[src/rtl/atm_txn_sequencer.sv]
// Front-end sequencer for the ATM core: queues requests, replays each one on the
// ATM ports with a reset pulse and fixed hold window, then returns the captured result.
module atm_txn_sequencer #(
  parameter int DEPTH       = 4,
  parameter int HOLD_CYCLES = 4
) (
  input  logic        clk,
  input  logic        rst,
  input  logic        in_valid,
  output logic        in_ready,
  input  logic [3:0]  in_acc_num,
  input  logic [2:0]  in_operation,
  input  logic [13:0] in_pin,
  input  logic [13:0] in_new_pin,
  input  logic [15:0] in_amount,
  input  logic        in_language,
  output logic        atm_rst,
  output logic [2:0]  atm_operation,
  output logic [3:0]  atm_acc_num,
  output logic [13:0] atm_pin,
  output logic [13:0] atm_new_pin,
  output logic [15:0] atm_amount,
  output logic        atm_language,
  input  logic [31:0] atm_balance,
  input  logic        atm_success,
  output logic        res_valid,
  input  logic        res_ready,
  output logic [31:0] res_balance,
  output logic        res_success,
  output logic [3:0]  res_acc_num,
  output logic [7:0]  res_seq,
  output logic        busy
);

  localparam int AW = (DEPTH > 1) ? $clog2(DEPTH) : 1;
  localparam int CW = AW + 1;
  localparam int HW = (HOLD_CYCLES > 1) ? $clog2(HOLD_CYCLES) : 1;
  localparam int EW = 52;
  localparam logic [HW-1:0] HOLD_LAST = HW'(HOLD_CYCLES - 1);

  typedef enum logic [2:0] {
    S_IDLE    = 3'd0,
    S_RESTART = 3'd1,
    S_HOLD    = 3'd2,
    S_CAPTURE = 3'd3,
    S_REPORT  = 3'd4
  } state_t;

  state_t          r_state;
  state_t          w_state_nxt;
  logic [EW-1:0]   r_mem [DEPTH];
  logic [AW-1:0]   r_wr_ptr;
  logic [AW-1:0]   r_rd_ptr;
  logic [CW-1:0]   r_count;
  logic [CW-1:0]   w_count_nxt;
  logic [EW-1:0]   r_cmd;
  logic [EW-1:0]   w_entry;
  logic [HW-1:0]   r_hold_cnt;
  logic [HW-1:0]   w_hold_cnt_nxt;
  logic            w_push;
  logic            w_pop;
  logic            w_capture;
  logic            w_done;
  logic            w_atm_rst_nxt;
  logic            w_res_valid_nxt;
  logic            w_busy_nxt;
  logic            w_in_ready_nxt;
  logic            r_atm_rst;
  logic            r_res_valid;
  logic            r_busy;
  logic            r_in_ready;
  logic [31:0]     r_res_balance;
  logic            r_res_success;
  logic [3:0]      r_res_acc_num;
  logic [7:0]      r_seq;

  assign w_entry = {in_acc_num, in_operation, in_pin, in_new_pin, in_amount, in_language};
  assign w_push  = in_valid && r_in_ready;
  assign w_pop   = (r_state == S_IDLE) && (r_count != CW'(0));

  // FIFO storage and pointers; a popped entry lands straight in the command register
  always_ff @(posedge clk or negedge rst) begin
    if (!rst) begin
      for (int i = 0; i < DEPTH; i++) begin
        r_mem[i] <= {EW{1'b0}};
      end
      r_wr_ptr <= {AW{1'b0}};
      r_rd_ptr <= {AW{1'b0}};
      r_count  <= {CW{1'b0}};
      r_cmd    <= {EW{1'b0}};
    end else begin
      if (w_push) begin
        r_mem[r_wr_ptr] <= w_entry;
        r_wr_ptr        <= r_wr_ptr + AW'(1);
      end
      if (w_pop) begin
        r_cmd    <= r_mem[r_rd_ptr];
        r_rd_ptr <= r_rd_ptr + AW'(1);
      end
      r_count <= w_count_nxt;
    end
  end

  // Occupancy update for simultaneous push/pop
  always_comb begin
    w_count_nxt = r_count;
    case ({w_push, w_pop})
      2'b10:   w_count_nxt = r_count + CW'(1);
      2'b01:   w_count_nxt = r_count - CW'(1);
      default: w_count_nxt = r_count;
    endcase
  end

  // FSM state register
  always_ff @(posedge clk or negedge rst) begin
    if (!rst) begin
      r_state <= S_IDLE;
    end else begin
      r_state <= w_state_nxt;
    end
  end

  // FSM next-state logic
  always_comb begin
    w_state_nxt = r_state;
    case (r_state)
      S_IDLE: begin
        if (w_pop) w_state_nxt = S_RESTART;
        else       w_state_nxt = S_IDLE;
      end
      S_RESTART: w_state_nxt = S_HOLD;
      S_HOLD: begin
        if (r_hold_cnt == HOLD_LAST) w_state_nxt = S_CAPTURE;
        else                         w_state_nxt = S_HOLD;
      end
      S_CAPTURE: w_state_nxt = S_REPORT;
      S_REPORT: begin
        if (r_res_valid && res_ready) w_state_nxt = S_IDLE;
        else                          w_state_nxt = S_REPORT;
      end
      default: w_state_nxt = S_IDLE;
    endcase
  end

  // FSM output decode, expressed as next values of the registered outputs
  always_comb begin
    w_capture      = (r_state == S_CAPTURE);
    w_done         = (r_state == S_REPORT) && r_res_valid && res_ready;
    w_atm_rst_nxt  = (w_state_nxt != S_RESTART);
    w_busy_nxt     = (w_state_nxt != S_IDLE) || (w_count_nxt != CW'(0));
    w_in_ready_nxt = (w_count_nxt != CW'(DEPTH));
    if (r_state == S_HOLD) w_hold_cnt_nxt = r_hold_cnt + HW'(1);
    else                   w_hold_cnt_nxt = {HW{1'b0}};
    if (w_capture)   w_res_valid_nxt = 1'b1;
    else if (w_done) w_res_valid_nxt = 1'b0;
    else             w_res_valid_nxt = r_res_valid;
  end

  // Registered control outputs, hold counter, result capture and sequence number
  always_ff @(posedge clk or negedge rst) begin
    if (!rst) begin
      r_atm_rst     <= 1'b0;
      r_res_valid   <= 1'b0;
      r_busy        <= 1'b0;
      r_in_ready    <= 1'b1;
      r_hold_cnt    <= {HW{1'b0}};
      r_res_balance <= 32'd0;
      r_res_success <= 1'b0;
      r_res_acc_num <= 4'd0;
      r_seq         <= 8'd0;
    end else begin
      r_atm_rst   <= w_atm_rst_nxt;
      r_res_valid <= w_res_valid_nxt;
      r_busy      <= w_busy_nxt;
      r_in_ready  <= w_in_ready_nxt;
      r_hold_cnt  <= w_hold_cnt_nxt;
      if (w_capture) begin
        r_res_balance <= atm_balance;
        r_res_success <= atm_success;
        r_res_acc_num <= r_cmd[51:48];
      end
      if (w_done) begin
        r_seq <= r_seq + 8'd1;
      end
    end
  end

  assign in_ready      = r_in_ready;
  assign atm_rst       = r_atm_rst;
  assign atm_acc_num   = r_cmd[51:48];
  assign atm_operation = r_cmd[47:45];
  assign atm_pin       = r_cmd[44:31];
  assign atm_new_pin   = r_cmd[30:17];
  assign atm_amount    = r_cmd[16:1];
  assign atm_language  = r_cmd[0];
  assign res_valid     = r_res_valid;
  assign res_balance   = r_res_balance;
  assign res_success   = r_res_success;
  assign res_acc_num   = r_res_acc_num;
  assign res_seq       = r_seq;
  assign busy          = r_busy;

endmodule
[config.mk]
export PLATFORM = sky130hd
export DESIGN_NAME = atm_txn_sequencer
export DESIGN_NICKNAME = d
export VERILOG_FILES = /design/src/rtl/atm_txn_sequencer.sv
export SDC_FILE = /design/constraint.sdc
export NUM_CORES = 1
export LEC_CHECK = 0
export BUFFER_PORTS_ARGS = -buffer_cell sky130_fd_sc_hd__buf_2
export CORE_MARGIN = 10
export CORE_UTILIZATION = 25
export DETAILED_ROUTE_END_ITERATION = 6
export GPL_TIMING_DRIVEN = 1
export SYNTH_ARGS = -nofsm -noshare
export SYNTH_HDL_FRONTEND = slang
export SYNTH_SLANG_ARGS = --single-unit
export TNS_END_PERCENT = 50
[constraint.sdc]
create_clock -name clk -period 3 [get_ports clk]
set_input_delay 0.6 -clock clk [delete_from_list [all_inputs] [get_ports clk]]
set_output_delay 0.6 -clock clk [all_outputs]
set_load 0.1 [all_outputs]
# After elaboration in Yosys (flattened, before gate mapping)
# Index checks and enable logic that the tools add are counted.
[totals]
reg_bits = 321
[classes]
addsub = 6
order_cmp = 3
n_eq_ne = 9
n_mux = 14
bitwise = 2
n_reduce_logical = 12
[op_table]
columns = ["operator", "n"]
rows = [
  ["208-bit bitwise mux", 1],
  ["52-bit 2-to-1 mux", 3],
  ["52-bit binary-select mux with 2-bit select", 1],
  ["52-bit demux with 2-bit select", 1],
  ["3-bit one-hot mux with 5 select lines", 1],
  ["3-bit nonzero test", 3],
  ["8-bit by 1-bit adder with 8-bit output (second input constant)", 1],
  ["2-bit by 1-bit adder with 2-bit output (second input constant)", 3],
  ["3-bit by 2-bit equality test with 1-bit output (second input constant)", 2],
  ["3-bit >= comparator (second input constant)", 2],
  ["1-bit logical AND", 6],
  ["2-bit NOT with 3-bit output", 2],
  ["3-bit one-hot mux with 2 select lines", 1],
  ["2-bit equality test (second input constant)", 2],
  ["1-bit 2-to-1 mux", 4],
  ["3-bit by 1-bit adder with 3-bit output (second input constant)", 1],
  ["3-bit by 1-bit equality test with 1-bit output (second input constant)", 1],
  ["3-bit equality test (second input constant)", 1],
  ["3-bit logical NOT", 1],
  ["3-bit by 1-bit < comparator with 1-bit output (second input constant)", 1],
  ["3-bit 2-to-1 mux", 1],
  ["3-bit by 1-bit inequality test with 1-bit output (second input constant)", 1],
  ["3-bit inequality test (second input constant)", 1],
  ["3-bit by 1-bit subtractor with 3-bit output (second input constant)", 1],
  ["4 further kinds", 4],
]

# Longest topological paths before layout
# Gate-level depths: netlist of run 1.
[logic_depth]
word_depth = 6
mapped_depth = 10
ltp_nobuf = 9

# Worst setup path before layout of run 1
# Ideal clock, no wire load.
[synth_timing]
kind = "register -> register"
startpoint = "register r_state[1]"
endpoint = "register r_busy, in the netlist busy"
setup_time_ns = 0.139
arrival_time_ns = 2.649
required_ns = 2.861
path_slack_ns = 0.213
path_stages_with_launch = 11
path_buffers = 2
path_cell_list = "dfrtp_1 buf_4 nor4_4 buf_4 ha_1 inv_1 fa_1 nor2b_1 nand2_1 a2bb2o_1 or4b_1"
[synth_between]
elab_chain_len = 6
[synth_rtl]
columns = ["item", "line", "source"]
rows = [
  ["start: declaration", "49", "state_t r_state;"],
  ["start signal: assignment", "119", "r_state <= w_state_nxt;"],
  ["3-bit logical NOT (*)", "79", "assign w_pop = (r_state == S_IDLE) && (r_count != CW'(0));"],
  ["1-bit logical AND (*)", "79", ""],
  ["net w_pop", "61", "logic w_pop;"],
  ["1-bit 2-to-1 mux (tied with other cells)", "128", "if (w_pop) w_state_nxt = S_RESTART;"],
  ["3-bit one-hot mux with 5 select lines / 3-bit one-hot mux with 2 select lines (equally long branches)", "126, 107", ""],
  ["3-bit nonzero test", "150", "w_busy_nxt = (w_state_nxt != S_IDLE) || (w_count_nxt != CW'(0));"],
  ["1-bit logical OR (*)", "150", ""],
  ["net w_busy_nxt", "66", "logic w_busy_nxt;"],
  ["end signal: assignment", "174", "r_busy <= w_busy_nxt;"],
  ["end: declaration", "70", "logic r_busy;"],
]
# Mark *: on every way through the listed nets, which the timed path passes. The rest lies on a longest branch.
# A chain may end at the register's enable or synchronous reset.

# Worst setup path after layout of run 1
[layout_timing]
startpoint = "register r_state[1]"
endpoint = "register r_busy, in the netlist busy"
[layout_between]
elab_chain_len = 6
[layout_rtl]
columns = ["item", "line"]
rows = [
  ["3-bit logical NOT", "79, 126"],
  ["1-bit logical AND", "79"],
  ["1-bit 2-to-1 mux (tied with other cells)", "128"],
  ["3-bit one-hot mux with 5 select lines / 3-bit one-hot mux with 2 select lines (equally long branches)", "126, 107"],
  ["3-bit nonzero test", "150"],
  ["1-bit logical OR (*)", "150"],
  ["net w_busy_nxt", "66"],
]
# Marked as above.

==> qor.csv, run 1 <==
stage,metric,value,unit
worst_setup_path,kind of cell adding the most delay to the critical path,simple AND/OR/NAND/NOR gates,
worst_setup_path,master of the slowest instance on the critical path,sky130_fd_sc_hd__dfrtp_1,
synth,proportion of register bits with asynchronous set or reset after synthesis,100,%
route,remaining antenna violation count after routing,0,
finish,area of combinational cells with multiple inputs,5190,um^2
global_route,global-route wire length before repair,49600,um
finish,count of fill cells added during filler insertion,5303,
hold_path,Worst Hold Class,in2async,
clock_tree,number of levels the H-tree was split into,2,
route,Avg Vias per Cell,4.32,
worst_setup_path,Crit path buffers/inverters,1,
global_route,global routing met1 resource utilization,12.0,%
clock_tree,Root Buffer Master,sky130_fd_sc_hd__clkbuf_16,
synth,synthesized area per cell,17.2,um^2
route,Remaining DRCs,0,
clock_tree,Post-CTS Hold Buffers,0,
clock_tree,Max Buffers Root-to-Sink,3,
sta,post-route clock skew,0.0206,ns
global_route,met2 Track Usage GR,17.2,%
sta,final max-slew violation count,0,
finish,fraction of layout instances using a drive strength above 1,62.0,%
clock_tree,clock latency on the worst-skew pair,0.54,ns
floorplan,die height,253,um
finish,area delta synth->final,22.5,%
route,total number of vias,7387,
status,run status,"complete, no violations",
global_route,maximum number of pins on one net before global-route repair,70,
worst_setup_path,critical path type,reg2reg,
sta,worst slew pin tran,0.812,ns
finish,Seq. cell area,8040,um^2
placement,post-detailed-placement cell area,15400,um^2
synth,"EDFF count, synth",0,
worst_setup_path,data arrival time at the worst-slack endpoint,3.09,ns
sta,post-route fraction of the period consumed by the critical path,89.5,%
synth,primary flip-flop cell chosen by synthesis mapping,sky130_fd_sc_hd__dfrtp_1,
synth,net count after synthesis,881,
synth,"FF+latch count, synth",321,
floorplan,I/O pin cnt,190,
global_route,Congestion Overflow GR,0,
floorplan,core area,53700,um^2
floorplan,Die X-Extent,253,um
clock_tree,number of instances resized during post-cts repair,0,
finish,antenna diode count,0,
floorplan,count of standard-cell rows,85,
clock_tree,CTS buffer count,38,
global_route,number of antenna violations at the first check in global routing,1,
worst_setup_path,highest fanout seen on the critical path,7,
worst_setup_path,cell-by-cell trace of the critical path,nor4_4 > ha_1 > inv_1 > fa_1 > nor2b_1 > nand2_1 > a2bb2o_1 > or4b_1,
sta,"Setup violations, final",0,
sta,highest attainable clock frequency,372,MHz
worst_setup_path,Crit path largest cell delay,0.50,ns
floorplan,Die Area,63800,um^2
finish,number of nets in the layout,1085,
placement,Port Buf Inserts,189,
placement,routability congestion estimate from global placement,0.700,
global_route,routing layer with the top usage in global route,met2,
worst_setup_path,data required time at the worst endpoint,3.41,ns
route,average routed wire per standard cell,18.5,um
worst_setup_path,nature of the critical path startpoint,flop,
route,number of detailed-routing iterations run before antenna repair,4,
synth,number of warnings issued by yosys,0,
sta,"Min Clock Period, post-route",2.68,ns
sta,final-report hold violation count,0,
clock_tree,TritonCTS clock tree,done,
worst_setup_path,Critical Path End Type,flop,
route,total detailed-routing wirelength,31600,um
synth,number of standard cells after synthesis,784,
synth,sequential element share of the synthesized area,59.4,%
placement,DPL Wire Length,19700,um
global_route,vias in the first global route,8248,
synth,count of distinct cell types in the synthesized netlist,33,
clock_tree,buffers inserted during post-CTS setup optimization,0,
global_route,GR Util met3,2.50,%
synth,synthesized cell area,13500,um^2
floorplan,initial cell density of the core,25.2,%
finish,cell area after layout,16600,um^2
sta,final-layout setup total negative slack,0,ns
clock_tree,clock slew at reported path FFs,0.06,ns
sta,unrepaired setup endpoints after global routing,no,
sta,headroom to the max-slew limit,45.8,%
route,1st-iter DRT viols,287,
clock_tree,clock tree sinks,321,
global_route,GRT Util Overall,10.0,%
job,maxcap violations,0,
-- cell type report --
class	instances	area share (%)
clock buffer	54	6.53
sequential	321	48.6
tap	696	5.26
inverter	7	0.159
timing repair buffer	210	7.48
multi-input combinational	410	31.3
clock inverter	10	0.687
-- logic make-up (layout without fill, tap and decap cells) --
kind of cell,Yosys count,after routing,synth area share (%)
flip-flops,321,321,59.4
AND/OR/NAND/NOR,33,33,1.66
buffers and inverters,53,281,2.59
AO/OA/AOI/OAI,4,4,0.222
multiplexers,351,351,34.4
XOR/XNOR,14,14,0.907
adder cells (fa/ha/maj),8,8,0.796
-- flip-flops by register name, indices dropped and copies added, names as in the netlist, 2 cells and up --
register and cells:
r_cmd 52, r_state 3, r_wr_ptr 2, r_count 3, r_rd_ptr 2, r_hold_cnt 2, r_mem 208, res_acc_num 4
res_balance 32, res_seq 8
-- worst reg2reg max path: stages, from the launching register on --
cell and delay [ns]:
sky130_fd_sc_hd__dfrtp_1 0.50, sky130_fd_sc_hd__nor4_4 0.34, sky130_fd_sc_hd__ha_1 0.23, sky130_fd_sc_hd__inv_1 0.06
sky130_fd_sc_hd__fa_1 0.46, sky130_fd_sc_hd__nor2b_1 0.17, sky130_fd_sc_hd__nand2_1 0.09, sky130_fd_sc_hd__a2bb2o_1 0.27
sky130_fd_sc_hd__or4b_1 0.45
-- worst paths after layout --
check,depth (start not counted),endpoint,slack (ns),start
setup / recovery,8,busy,0.32,r_state[1]
hold / removal,1,r_mem[203],0.05,rst
setup reg to reg,8,busy,0.32,r_state[1]
hold reg to reg,1,r_hold_cnt[0],0.44,r_hold_cnt[0]
max in group asynchronous,2,r_mem[76],2.04,rst
min in group clk,2,res_balance[3],0.29,atm_balance[3]
-- placed cells by master, fill, tap and decap left out, drive strengths merged, types with 2 or more instances in the layout --
master / instances
dfrtp: 320
mux2: 299
buf: 210
clkbuf: 54
mux4: 52
inv: 10
xnor2: 9
nand2: 8
nand3: 8
ha: 7
xor2: 5
clkinv: 4
nor2: 3
nand4: 3
nor2b: 2
bufinv: 2
nor4: 2
-- metrics by stage --
step / cells / setup WS [ns] / utilization (%) / hold slack, ns
6_report: 1708 / 0.315 / 30.8 / 0.0502
5_1_grt: 1708 / 0.102 / 30.8 / 0.0676
4_1_cts: 1708 / 0.293 / 30.8 / 0.0385
3_5_place_dp: 1644 / 0.222 / 28.6 / 0.432
3_3_place_gp: 1644 / 0.200 / 28.6 / 0.420
2_1_floorplan: 784 / 0.213 / - / 0.304
-- layer usage --
layer	vias to the layer above	part of all wire, %
met1	3917	42
li1	3286	-
met2	131	51
met5	-	0.041
met3	51	4.7
met4	2	2.1
-- synth_stat cells, drive strengths merged, types with 2 or more instances --
master	instances	area [um^2]
xnor2	9	78.8
mux2	299	3480
nor4	2	33.8
nor2b	2	12.5
nand2	8	30.0
inv	7	26.3
clkbuf	7	26.3
buf	39	298
nand3	8	40.0
nor2	3	11.3
ha	7	87.6
xor2	5	43.8
mux4	52	1170
dfrtp	320	8010
nand4	3	18.8
Power of run 1 is left out: the tool's default activity adds up to more than one toggle a clock period on the data nets, which glitch-free logic cannot reach.
==> run 2: changes to the inputs <==
==> constraint.sdc (replaced) <==
create_clock -name clk -period 3 [get_ports clk]
set_input_delay 0.3 -clock clk [delete_from_list [all_inputs] [get_ports clk]]
set_output_delay 0.3 -clock clk [all_outputs]
set_load 0.1 [all_outputs]
==> run 2 against run 1 <==
- first-iteration DRC count shrank 1.7%
- cell area grew 5.0%
- clock skew shrank 0.0046 ns
- sequential cell count is the same
- largest cell class unchanged
- via count grew 3.3%
- critical path depth is the same
- critical path type unchanged
==> qor.csv, run 2 (synthesis results as in run 1) <==
stage,metric,value,unit
floorplan,initial cell density of the core,25.2,%
sta,final-layout setup total negative slack,0,ns
job,maxcap violations,0,
route,Remaining DRCs,0,
floorplan,count of standard-cell rows,85,
finish,area of combinational cells with multiple inputs,5190,um^2
route,number of detailed-routing iterations run before antenna repair,4,
global_route,vias in the first global route,8645,
finish,cell area after layout,17400,um^2
finish,"most common cell after layout, fill and taps aside",sky130_fd_sc_hd__dfrtp_1,
finish,count of fill cells added during filler insertion,5178,
hold_path,hold path startpoint,in_new_pin[6],
finish,area delta synth->final,28.6,%
finish,post-layout util,32.4,%
floorplan,die height,253,um
route,total detailed-routing wirelength,31900,um
worst_setup_path,launching instance or port of the critical path,r_state[1],
floorplan,Die Area,63800,um^2
finish,"commonest cells after routing, fill and taps aside","318 x sky130_fd_sc_hd__dfrtp_1, 268 x sky130_fd_sc_hd__mux2_2, 188 x sky130_fd_sc_hd__buf_2",
clock_tree,Max Buffers Root-to-Sink,3,
clock_tree,CTS buffer count,41,
sta,final max-slew violation count,0,
worst_setup_path,highest fanout seen on the critical path,7,
placement,routability congestion estimate from global placement,0.688,
floorplan,I/O pin cnt,190,
route,total number of vias,7628,
sta,"Setup violations, final",0,
sta,worst slew pin tran,0.692,ns
worst_setup_path,kind of cell adding the most delay to the critical path,simple AND/OR/NAND/NOR gates,
clock_tree,clock latency on the worst-skew pair,0.55,ns
clock_tree,number of instances resized during post-cts repair,0,
route,Avg Vias per Cell,4.28,
global_route,number of antenna violations at the first check in global routing,4,
clock_tree,buffers inserted during post-CTS setup optimization,0,
sta,highest attainable clock frequency,369,MHz
clock_tree,number of levels the H-tree was split into,2,
worst_setup_path,Crit path largest cell delay,0.49,ns
hold_path,Worst Hold Class,in2reg,
clock_tree,TritonCTS clock tree,done,
clock_tree,clock tree sinks,321,
global_route,GRT Util Overall,10.1,%
route,remaining antenna violation count after routing,0,
finish,Seq. cell area,8040,um^2
placement,Port Buf Inserts,189,
worst_setup_path,data arrival time at the worst-slack endpoint,3.13,ns
global_route,maximum number of pins on one net before global-route repair,84,
clock_tree,clock slew at reported path FFs,0.06,ns
sta,unrepaired setup endpoints after global routing,no,
worst_setup_path,master of the slowest instance on the critical path,sky130_fd_sc_hd__dfrtp_1,
status,run status,"complete, no violations",
clock_tree,Root Buffer Master,sky130_fd_sc_hd__clkbuf_16,
finish,number of nets in the layout,1153,
sta,post-route clock skew,0.0160,ns
sta,"Min Clock Period, post-route",2.71,ns
worst_setup_path,Critical Path End Type,flop,
route,average routed wire per standard cell,17.9,um
worst_setup_path,nature of the critical path startpoint,flop,
sta,final-report hold violation count,0,
finish,register with the highest flop count,r_mem,
placement,DPL Wire Length,20000,um
clock_tree,Post-CTS Hold Buffers,69,
worst_setup_path,Crit path buffers/inverters,1,
sta,post-route fraction of the period consumed by the critical path,90.2,%
floorplan,Die X-Extent,253,um
placement,post-detailed-placement cell area,15300,um^2
global_route,Congestion Overflow GR,0,
sta,headroom to the max-slew limit,53.9,%
worst_setup_path,data required time at the worst endpoint,3.42,ns
global_route,global-route wire length before repair,50100,um
finish,fraction of layout instances using a drive strength above 1,58.4,%
worst_setup_path,Worst R2R Start,r_state[1],
sta,final worst hold slack,0.0425,ns
worst_setup_path,critical path type,reg2reg,
route,1st-iter DRT viols,282,
floorplan,core area,53700,um^2
worst_setup_path,cell-by-cell trace of the critical path,nor4_4 > ha_1 > inv_1 > fa_1 > nor2b_1 > nand2_1 > a2bb2o_1 > or4b_1,
finish,"flip-flop count of the largest register, all copies and words added",208,
-- run 2: changes by cell type in the layout (fill, tap and decap cells not counted), moves of 3 or more --
cell	change
sky130_fd_sc_hd__buf_4	-4
sky130_fd_sc_hd__dlygate4sd3_1	+69
sky130_fd_sc_hd__clkbuf_8	+5
sky130_fd_sc_hd__clkbuf_1	-3
sky130_fd_sc_hd__clkbuf_16	+4
-- run 2: worst register-to-register path, cell delays in order (launching register included) --
cell	delay, ns
sky130_fd_sc_hd__dfrtp_1	0.49
sky130_fd_sc_hd__nor4_4	0.33
sky130_fd_sc_hd__ha_1	0.23
sky130_fd_sc_hd__inv_1	0.06
sky130_fd_sc_hd__fa_1	0.46
sky130_fd_sc_hd__nor2b_1	0.18
sky130_fd_sc_hd__nand2_1	0.10
sky130_fd_sc_hd__a2bb2o_1	0.28
sky130_fd_sc_hd__or4b_1	0.45
-- run 2: area by class of cell --
cell class | count | area share (%)
tap | 696 | 5.01
sequential | 321 | 46.2
clock inverter | 12 | 0.734
multi-input combinational | 410 | 29.8
clock buffer | 60 | 7.13
timing repair buffer | 275 | 10.9
inverter | 7 | 0.151
antenna | 1 | 0.0144
-- run 2: final timing paths --
check | slack [ns] | depth (start not counted) | endpoint
max in group asynchronous | 1.71 | 3 | r_rd_ptr[0]
max | 0.29 | 8 | busy
min reg2reg | 0.43 | 1 | r_hold_cnt[0]
max reg2reg | 0.29 | 8 | busy
min | 0.04 | 2 | r_mem[127]
min in group asynchronous | 0.36 | 2 | r_cmd[47]
-- run 2: layer usage --
| layer | up-vias | track usage, % | share of wire, % |
|---|---|---|---|
| met1 | 4017 | 11.7 | 41 |
| li1 | 3413 | - | - |
| met3 | 58 | 2.55 | 4.8 |
| met5 | - | 0 | 0.12 |
| met4 | 6 | 3.76 | 2.6 |
| met2 | 134 | 17.6 | 51 |
-- run 2: metrics by stage --
stage	setup slack, ns	cells
floorplan	0.213	784
global placement	0.304	1640
detailed placement	0.315	1640
CTS	0.284	1781
global route	0.121	1781
finish	0.293	1782
Power of run 2 is left out for the same reason.
